**config.mk**
```make
export PLATFORM = sky130hd
export DESIGN_NAME = bcd_scan_display
export DESIGN_NICKNAME = d
export VERILOG_FILES = /design/src/rtl/bcd_scan_display.sv
export SDC_FILE = /design/constraint.sdc
export NUM_CORES = 1
export LEC_CHECK = 0
export BUFFER_PORTS_ARGS = -buffer_cell sky130_fd_sc_hd__buf_4
export CORE_UTILIZATION = 25
export CTS_CLUSTER_SIZE = 20
export DETAILED_ROUTE_END_ITERATION = 10
export PLACE_DENSITY_LB_ADDON = 0.1
export RECOVER_POWER = 25
export SLEW_MARGIN = 10
export SYNTH_ARGS = -nofsm -noshare
export SYNTH_HDL_FRONTEND = slang
export SYNTH_SLANG_ARGS = --single-unit
```
**constraint.sdc**
```tcl
create_clock -name clock -period 2.4 [get_ports clock]
set_clock_uncertainty 0.05 [all_clocks]
set_input_delay 0.24 -clock clock [delete_from_list [all_inputs] [get_ports clock]]
set_output_delay 0.24 -clock clock [all_outputs]
set_load 0.03 [all_outputs]
```
**src/rtl/bcd_scan_display.sv**
```systemverilog
// Eight-digit multiplexed seven-segment driver for the address/data BCD readout.
// Shadows the last loaded digits, scans one digit per refresh slot, supports blanking and blink.
module bcd_scan_display #(
  parameter int unsigned REFRESH_DIV = 50000,
  parameter int unsigned BLINK_TICKS = 1024,
  parameter bit          LZB         = 1'b1
) (
  input  logic        clock,
  input  logic        reset,
  input  logic [15:0] addr_bcd,
  input  logic [15:0] data_bcd,
  input  logic        load,
  input  logic        blink_en,
  output logic [6:0]  seg_n,
  output logic        dp_n,
  output logic [7:0]  an_n
);

  localparam int unsigned PrescW = $clog2(REFRESH_DIV);
  localparam int unsigned BlinkW = (BLINK_TICKS > 1) ? $clog2(BLINK_TICKS) : 1;
  localparam logic [PrescW-1:0] PrescMax = PrescW'(REFRESH_DIV - 1);
  localparam logic [BlinkW-1:0] BlinkMax = BlinkW'(BLINK_TICKS - 1);
  localparam logic [15:0] BlankGroup = 16'hAAAA;
  localparam logic [6:0]  SegBlank   = 7'h7F;

  logic [PrescW-1:0] presc_q, presc_d;
  logic [2:0]        idx_q, idx_d;
  logic [BlinkW-1:0] blink_cnt_q, blink_cnt_d;
  logic              blink_ph_q, blink_ph_d;
  logic [15:0]       addr_q, addr_d;
  logic [15:0]       data_q, data_d;
  logic [6:0]        seg_q, seg_d;
  logic              dp_q, dp_d;
  logic [7:0]        an_q, an_d;

  logic              tick;
  logic [15:0]       group;
  logic [1:0]        pos;
  logic [3:0]        cur_digit;
  logic              upper_zero;
  logic              lzb_blank;
  logic              blink_blank;

  function automatic logic [6:0] seg_decode(input logic [3:0] code);
    logic [6:0] seg;
    case (code)
      4'd0:    seg = 7'h40;
      4'd1:    seg = 7'h79;
      4'd2:    seg = 7'h24;
      4'd3:    seg = 7'h30;
      4'd4:    seg = 7'h19;
      4'd5:    seg = 7'h12;
      4'd6:    seg = 7'h02;
      4'd7:    seg = 7'h78;
      4'd8:    seg = 7'h00;
      4'd9:    seg = 7'h10;
      4'hB:    seg = 7'h3F;
      default: seg = SegBlank;
    endcase
    return seg;
  endfunction

  // Slot timing: prescaler, scan index and blink phase all advance off the same tick.
  always_comb begin
    tick        = (presc_q == PrescMax);
    presc_d     = tick ? '0 : presc_q + 1'b1;
    idx_d       = tick ? idx_q + 3'd1 : idx_q;
    blink_cnt_d = blink_cnt_q;
    blink_ph_d  = blink_ph_q;
    if (tick) begin
      if (blink_cnt_q == BlinkMax) begin
        blink_cnt_d = '0;
        blink_ph_d  = ~blink_ph_q;
      end else begin
        blink_cnt_d = blink_cnt_q + 1'b1;
      end
    end
  end

  always_comb begin
    addr_d = load ? addr_bcd : addr_q;
    data_d = load ? data_bcd : data_q;
  end

  // Digit selection: idx[2] picks the group, idx[1:0] the digit within it.
  always_comb begin
    group      = idx_q[2] ? addr_q : data_q;
    pos        = idx_q[1:0];
    cur_digit  = group[{pos, 2'b00} +: 4];
    upper_zero = 1'b1;
    for (int i = 0; i < 4; i++) begin
      if (i >= int'(pos)) begin
        upper_zero = upper_zero & (group[i*4 +: 4] == 4'd0);
      end
    end
    lzb_blank   = LZB && (pos != 2'd0) && upper_zero;
    blink_blank = blink_en && blink_ph_q;
  end

  always_comb begin
    seg_d = (blink_blank || lzb_blank) ? SegBlank : seg_decode(cur_digit);
    dp_d  = ~((idx_q == 3'd4) && !blink_blank);
    an_d  = ~(8'b1 << idx_q);
  end

  always_ff @(posedge clock) begin
    if (reset) begin
      presc_q     <= '0;
      idx_q       <= 3'd0;
      blink_cnt_q <= '0;
      blink_ph_q  <= 1'b0;
      addr_q      <= BlankGroup;
      data_q      <= BlankGroup;
      seg_q       <= SegBlank;
      dp_q        <= 1'b1;
      an_q        <= 8'hFF;
    end else begin
      presc_q     <= presc_d;
      idx_q       <= idx_d;
      blink_cnt_q <= blink_cnt_d;
      blink_ph_q  <= blink_ph_d;
      addr_q      <= addr_d;
      data_q      <= data_d;
      seg_q       <= seg_d;
      dp_q        <= dp_d;
      an_q        <= an_d;
    end
  end

  assign seg_n = seg_q;
  assign dp_n  = dp_q;
  assign an_n  = an_q;

endmodule

```
==> Word-level counts from Yosys, hierarchy flattened <==
Memories as Yosys holds them, arrays and structs flattened. A register that Yosys moved wholly into a read port is not among the register bits.
Index checks and enable logic that the tools add are counted.
Widths: inputs -> output; s select.
{ "word_totals": {"rom_bits": 112, "regBits": 71, "mem_count": 1, "out_inout_bits": 16} }
{ "classes": {"n_shift": 2, "magnitude_cmp": 3, "add_sub_neg": 3, "bitwise_logic": 6, "reduce_logical": 13, "n_eq_ne": 3, "n_mux": 5} }
{ "mem_list": {"columns": ["name", "depth", "word_bits", "rd", "rd_ports_with_merged_regs", "write_ports", "line", "text"], "rows": [
  ["(no name shown)", 16, 7, 1, 1, 0, "46", "case (code)"]
]} }
{ "op_table": {"columns": ["op", "n"], "rows": [
  ["$add 16x1->16 const B", 1],
  ["$eq 16x16->1 const B", 1],
  ["$logic_not 4->1", 4],
  ["$mux 16", 1],
  ["$shiftx 16x5->4", 1],
  ["$add 10x1->10 const B", 1],
  ["$eq 10x10->1 const B", 1],
  ["$mux 10", 1],
  ["$not 8->8", 1],
  ["$shl 1x3->8 const A", 1],
  ["$ge 1x2->1 const A", 2],
  ["$reduce_or 2->1", 2],
  ["$add 3x1->3 const B", 1],
  ["$and 1x1->1", 3],
  ["$eq 3x3->1 const B", 1],
  ["$logic_and 1x1->1", 3],
  ["$mux 1", 3],
  ["$ge 2x2->1 const A", 1],
  ["$not 1->1", 2],
  ["$reduce_and 2->1", 1],
  ["$reduce_bool 2->1", 1],
  ["$logic_not 1->1", 1],
  ["$logic_or 1x1->1", 1]
]} }

==> Depth between registers and ports, before layout <==
Gate-level depths: netlist (run 1).
{ "logic_depth": {"ltp_word": 11, "ltp_mapped": 9} }

==> Worst setup path after synthesis (run 1) <==
No wires, ideal clock.
{ "synth_path": {"path_kind": "register to register", "start": "register idx_q[1]", "end": "register seg_q[0] (netlist: seg_n[0])", "setup_ns": 0.129, "t_arrival_ns": 1.982, "stages_incl_launch_ff": 9, "required_time_ns": 2.221, "setup_slack_ns": 0.239, "period_less_slack_ns": 2.161, "cell_sequence": "dfxtp_1 > buf_6 > mux4_2 > mux2i_1 > inv_1 > ha_1 > mux2_2 > nand2_1 > nand2_1"} }
{ "synth_via": {"elab_chain_len": 10, "word_cells_on_any_way": 14} }
{ "synth_rtl": {"columns": ["item", "line", "text"], "rows": [
  ["start, declared", "27", "logic [2:0] idx_q, idx_d;"],
  ["start signal, assigned", "119", "idx_q <= idx_d;"],
  ["$ge 1x2->1", "92", "if (i >= int'(pos)) begin"],
  ["$mux 1", "92", null],
  ["$and 1x1->1", "93", "upper_zero = upper_zero & (group[i*4 +: 4] == 4'd0);"],
  ["$mux 1", "92", null],
  ["$and 1x1->1", "93", null],
  ["$mux 1", "92", null],
  ["$and 1x1->1", "93", null],
  ["$logic_and 1x1->1", "96", "lzb_blank = LZB && (pos != 2'd0) && upper_zero;"],
  ["$logic_or 1x1->1", "101", "seg_d = (blink_blank || lzb_blank) ? SegBlank : seg_decode(cur_digit);"],
  ["$reduce_or 2->1 (no line)", null, null],
  ["end, declared", "32", "logic [6:0] seg_q, seg_d;"]
]} }
Parallel ways exist; a longest one is shown, timed or not.
A chain may end at the register's enable or synchronous reset.

==> Final worst setup path (run 1) <==
{ "layout_path": {"start": "register idx_q[2]", "end": "register seg_q[1] (netlist: seg_n[1])"} }
{ "layout_via": {"elab_chain_len": 11, "word_cells_on_any_way": 15} }
{ "layout_rtl": {"columns": ["item", "line", "text"], "rows": [
  ["$mux 16 (*)", "87", "group = idx_q[2] ? addr_q : data_q;"],
  ["$logic_not 4->1", "93", null],
  ["$mux 1", "92", null],
  ["$and 1x1->1", "93", null],
  ["$mux 1", "92", null],
  ["$and 1x1->1", "93", null],
  ["$mux 1", "92", null],
  ["$and 1x1->1", "93", null],
  ["$logic_and 1x1->1", "96", null],
  ["$logic_or 1x1->1", "101", null],
  ["$reduce_or 2->1 (no line)", null, null]
]} }
Mark *: on every way between the ends. The rest lies on a longest branch, timed or not.

==> qor.yml, run 1 <==
crit_arrival_ns: 2.30
die_h_um: 120.4
grt_antenna_before_repair: 0
r2r_setup_slack_ns: 0.25
grt_pass1_vias: 2588
start_kind: "flip-flop"
fmax_mhz: 464.3
clkTransAtPathRegs_ns: 0.06
power_density_nw_per_um2: 661.7
final_area_um2: 4392
cts_buffer_depth: 2
pre_cts_ws_ns: 0.1267
syn_nets: 399
fin_nets: 457
core_area_um2: 13450
routabilityCongestion: 0.7038
dp_hpwl_um: 5842
worstSetupEndpointType: "flip-flop"
synth_ff_type: "dfxtp_1"
drv_slew: 0
cts_resized: 0
finalNonFillerCells: 586
synth_top_area_frac: 0.4459
min_period_ns: 2.154
cp_max_fo: 11
clock-root-buffer: "clkbuf_16"
fp.dieArea_um2: 14490
grt-ovfl-total: 0
fin_ws_ns: 0.2461
io_pins: 52
rows: 42
antenna_cells: 0
grt_pass1_wl_um: 13670
slew_headroom: 0.2412
setup_viol: 0
avgSynthCellArea_um2: 10.03
yosysMostFrequentCell: "dfxtp_1"
drc: 0
finalHoldViolations: 0
first_pass_iters: 4
critPathKind: "flip-flop to flip-flop"
cts_max_level: 3
drt-wirelength-per-cell_um: 13.59
async_reset_ff_frac: 0
setup_tns_ns: 0
vdd_ir_drop_max_mv: 0.3128
area_delta_synth_final_pct: 25.40
cts_setup_buffers: 0
vias: 2548
dp.cells: 572
yosysTopAreaCell: "dfxtp_1"
finalCritPeriodShare: 0.8975
routed_wl_um: 7965
place_area_um2: 4118
start_util: 0.2603
ys_seq_area_frac: 0.4459
netlist_instances: 349
synth_edf_count: 0
yosys_register_bits: 78
numCtsBuffers: 9
viasPerCell: 4.348
layout-drive-gt1-share: 0.2317
ys_types: 44
gr-usage-all-layers: 0.1240
netlist_top_cells_area: "dfxtp_1 (45%), mux2i_1 (6.0%), mux4_2 (5.1%)"
slowest_stage: "dfxtp_1"
cts_sinks: 78
die_w_um: 120.4
p_leak_uw: 0.001770
io_buffers: 51
grt_max_degree: 51
drt_iter0_drc: 138
postCtsHoldBufs: 0
cap_violations: 0
worstPathCellList: "mux4_2 > mux2i_4 > a21oi_1 > a211oi_2 > o21ai_1"
worstSkewPairLatency_ns: 0.33
cts_tree: "yes"
critical_path_required_ns: 2.55
synth_area_um2: 3502
worst_hold_path_type: "input port to flip-flop"
worstMarginPinSlew_ns: 1.138
max_stage_delay_ns: 0.61
hold_slack_ns: 0.05579
status: "completed"
synth_warnings: 0
yosys-top-cells-count: "dfxtp_1 (78), nor2_1 (48), nand2_1 (28), mux2i_1 (21), nor2b_1 (18)"
ant_nets: 0
rsz0062_at_grt: "no"
## registers in the layout, indices dropped and copies added (netlist names)
name / count
addr_q: 16
an_n: 8
blink_cnt_q: 10
blink_ph_q: 1
data_q: 16
dp_n: 1
idx_q: 3
presc_q: 16
seg_n: 7
## cell families after synthesis
kind of cell | share of synthesized area
fa+ha+maj | 0.05002
buf+inv | 0.03287
xor+xnor | 0.05502
flops | 0.4459
simple gates | 0.2079
compound gates | 0.07752
mux | 0.1308
## worst max-delay path: cells and delay by family (launching register included)
kind | cells | cell delay (ns)
mux | 2 | 0.84
compound gates | 3 | 0.51
flops | 1 | 0.61
## cells in the final DEF (no fill, tap or decap), drive strengths merged, types with 6 or more instances in the layout
| cell | count |
|---|---|
| nand2 | 28 |
| mux4 | 8 |
| nor2b | 18 |
| ha | 14 |
| xor2 | 10 |
| xnor2 | 12 |
| inv | 9 |
| nor2 | 48 |
| mux2i | 23 |
| nand3 | 10 |
| dfxtp | 78 |
| a21oi | 6 |
| clkbuf | 14 |
| a211o | 16 |
| nand4 | 6 |
| buf | 62 |
## power by group
group | internal (µW) | switching, µW
clock network | 771 | 494
logic | 132 | 125
registers | 1350 | 37.7
total | 2250 | 657
## layer usage
layer,track usage,up-vias,wire [µm]
met5,0,-,0
met2,0.1774,43,3349
li1,-,1337,-
met4,0.06713,0,196
met1,0.1716,1155,4179
met3,0.02783,13,239
## final timing paths
check,startpoint,endpoint,cells after the start
setup / recovery,idx_q[2],seg_n[1],5
hold / removal,addr_bcd[11],addr_q[11],2
setup reg to reg,idx_q[2],seg_n[1],5
hold reg to reg,presc_q[0],presc_q[0],1
## layout make-up
| class | count | area [µm²] |
|---|---|---|
| clock buffer | 13 | 270.3 |
| tap | 176 | 220.2 |
| multi-input combinational | 245 | 1826 |
| fill | 1420 | 9061 |
| sequential | 78 | 1563 |
| timing repair buffer | 63 | 470.5 |
| inverter | 10 | 37.54 |
| clock inverter | 1 | 5.005 |
## per-stage QoR
stage / power (µW) / util
2_1_floorplan: 1556 / -
3_3_place_gp: 1672 / 0.3061
3_5_place_dp: 1673 / 0.3061
4_1_cts: 2969 / 0.3265
5_1_grt: 3064 / 0.3265
6_report: 2906 / 0.3265
No activity file was read; power rests on OpenSTA's default activity.
==> run 2: changes to the inputs <==
--- a/config.mk
+++ b/config.mk
@@ -6,6 +6,7 @@
 export NUM_CORES = 1
 export LEC_CHECK = 0
 export BUFFER_PORTS_ARGS = -buffer_cell sky130_fd_sc_hd__buf_4
+export CORE_MARGIN = 4
 export CORE_UTILIZATION = 25
 export CTS_CLUSTER_SIZE = 20
 export DETAILED_ROUTE_END_ITERATION = 10
==> constraint.sdc (replaced) <==
create_clock -name clock -period 1.9 [get_ports clock]
set_clock_uncertainty 0.05 [all_clocks]
set_input_delay 0.19 -clock clock [delete_from_list [all_inputs] [get_ports clock]]
set_output_delay 0.19 -clock clock [all_outputs]
set_load 0.03 [all_outputs]
==> run 2 against run 1 <==
  * Maximum frequency is 9.8% higher
  * Critical path type unchanged
  * Hold slack worse by 0.047 ns
  * Largest power group unchanged
  * Critical endpoint is now seg_n[6]
  * Routed wire length is 6.5% higher
  * Largest cell class unchanged
  * First-iteration DRC count grew 15%
  * Count of clock-buffer cells in the layout up 2
  * The flow now finishes with violations (negative setup slack)
  * Global-route usage is 1.1 points lower
  * Sequential power is 26% higher
  * Critical path depth increased by 3
  * Die area increased by 10%
  * Clock power grew 31%
==> qor.yml, run 2 (synthesis results as in run 1) <==
worstMarginPinSlew_ns: 1.155  # +0.01715 ns
drc: 0  # unchanged
status: "complete, but fails checks"
fin_nets: 502  # +9.8%
p_int_uw: 2952  # +31%
die_h_um: 126.4  # +5.0%
power_density_nw_per_um2: 778.5  # +18%
critical_path_required_ns: 2.08  # -0.47 ns
vias: 2734  # +7.3%
utilization: 0.3648  # +0.03832
nFillCells: 1406  # -0.99%
p_clk_frac: 0.436  # about the same
finalHoldViolations: 0  # unchanged
io_pins: 52  # unchanged
rows: 42  # unchanged
violations: "negative setup slack"
clock-root-buffer: "clkbuf_16"
worstPathCellList: "buf_12 > mux4_2 > mux2i_4 > inv_2 > ha_4 > mux2i_1 > and2_1 > o21ai_1"
cts_buffer_depth: 2  # unchanged
crit_arrival_ns: 2.14  # -0.16 ns
worstSkewPairLatency_ns: 0.34  # about the same
place_area_um2: 4319  # +4.9%
clkTransAtPathRegs_ns: 0.06  # about the same
drv_slew: 0  # unchanged
seqPwrFrac: 0.456  # -0.020
drt_iter0_drc: 159  # +15%
first_pass_iters: 4  # unchanged
routabilityCongestion: 0.7463  # +6.0%
gr-usage-all-layers: 0.1132  # -0.01079
final_cell_mix: "buf_4 (86), dfxtp_1 (76), nor2_1 (48)"
min_period_ns: 1.961  # -0.1927 ns
grt_pass1_vias: 2793  # +7.9%
drt-wirelength-per-cell_um: 13.43  # -1.2%
fmax_mhz: 509.9  # +9.8%
slew_headroom: 0.2298  # -0.01143
die_w_um: 126.4  # +5.0%
layout-drive-gt1-share: 0.3070  # +0.07531
ant_nets: 0  # unchanged
cp_max_fo: 4  # -7
max_stage_delay_ns: 0.53  # -0.08 ns
vdd_ir_drop_max_mv: 0.3869  # +24%
worst_hold_path_type: "input port to flip-flop"
grt_pass1_wl_um: 14270  # +4.4%
dp.cells: 595  # +4.0%
switchingPower_uw: 868.6  # +32%
grt_antenna_before_repair: 0  # unchanged
fp.dieArea_um2: 15970  # +10%
layout_commonest_cell: "buf_4"
start_util: 0.2603  # unchanged
cts_max_level: 3  # unchanged
pwr-share-comb: 0.109  # +0.021
core_area_um2: 13450  # unchanged
start_kind: "flip-flop"
setup_viol: 7  # +7
finalNonFillerCells: 632  # +7.8%
viasPerCell: 4.326  # -0.51%
routed_wl_um: 8485  # +6.5%
grt-ovfl-total: 0  # unchanged
cts_sinks: 78  # unchanged
antenna_cells: 0  # unchanged
finalCritPeriodShare: 1.032  # +0.1347
largestRegisters: "addr_q x16, data_q x16, presc_q x16"
io_buffers: 51  # unchanged
r2r_setup_slack_ns: -0.06  # -0.31 ns
area_delta_synth_final_pct: 40.12
cts_tree: "yes"
cap_violations: 0  # unchanged
fin_ws_ns: -0.06119  # -0.3073 ns
dp_hpwl_um: 6209  # +6.3%
grt_max_degree: 49  # -3.9%
swShare: 0.2274  # +0.001373
final_area_um2: 4907  # +12%
critPathKind: "flip-flop to flip-flop"
numCtsBuffers: 9  # unchanged
rsz0062_at_grt: "yes"
worstSetupEndpointType: "flip-flop"
p_leak_uw: 0.002002  # +13%
slowest_stage: "mux4_2"
[run 2: layer usage]
| layer | up-vias | track usage | part of all wire |
|---|---|---|---|
| met5 | - | 0 | 0 |
| met2 | 46 | 0.1582 | 0.41 |
| li1 | 1422 | - | - |
| met4 | 0 | 0.05678 | 0.023 |
| met1 | 1254 | 0.1580 | 0.52 |
| met3 | 12 | 0.03321 | 0.046 |
[run 2: worst paths after layout]
path              cells past startpoint         start          to
setup / recovery                      8      idx_q[1]    seg_n[6]
hold / removal                        2  addr_bcd[13]  addr_q[13]
setup reg to reg                      8      idx_q[1]    seg_n[6]
hold reg to reg                       1    blink_ph_q        dp_n
[run 2: metrics by stage]
step | TNS [ns] | power (µW) | hold WS (ns) | setup slack [ns]
6_report | -0.2001 | 3820 | 0.008925 | -0.06119
5_1_grt | -0.9620 | 4016 | 0.002565 | -0.1988
4_1_cts | -0.2867 | 3891 | 0.001498 | -0.05887
3_5_place_dp | -1.056 | 2150 | 0.3508 | -0.1805
3_3_place_gp | -0.7481 | 2150 | 0.3469 | -0.1378
2_1_floorplan | -0.1321 | 1969 | 0.2539 | -0.07048
[run 2: layout make-up]
type,instances,area [µm²],share of cell area
clock buffers,15,287.8,0.05864
inverters,10,37.54,0.007649
multi-input cells,245,1908,0.3888
flip-flops and latches,78,1567,0.3192
well taps,176,220.2,0.04487
repair buffers,108,887.1,0.1808
[run 2: worst max-delay path: cells and delay by family, from the launching register on]
family	cells	cell delay (ns)
flops	1	0.37
simple gates	1	0.14
mux	3	0.85
buf+inv	2	0.20
fa+ha+maj	1	0.16
compound gates	1	0.07
[run 2: power groups by stage]
| stage | sequential, µW | combinational (µW) | clock [µW] |
|---|---|---|---|
| final | 1740 | 415 | 1660 |
| after global routing | 1750 | 460 | 1810 |
| after floorplan | 1790 | 181 | 0 |
| after global placement | 1780 | 368 | 0 |
| after detailed placement | 1780 | 370 | 0 |
| after CTS | 1740 | 413 | 1740 |
[run 2: what timing repair did]
| action | 4_1_cts | 5_1_grt |
|---|---|---|
| hold endpoints to repair | 14 | 0 |
| buffers inserted | 7 | 1 |
| hold buffers | 14 | 0 |
| setup endpoints to repair | 7 | 9 |
| gates resized for setup | 17 | 8 |
| cloned | 0 | 0 |
| pin swaps | 5 | 3 |
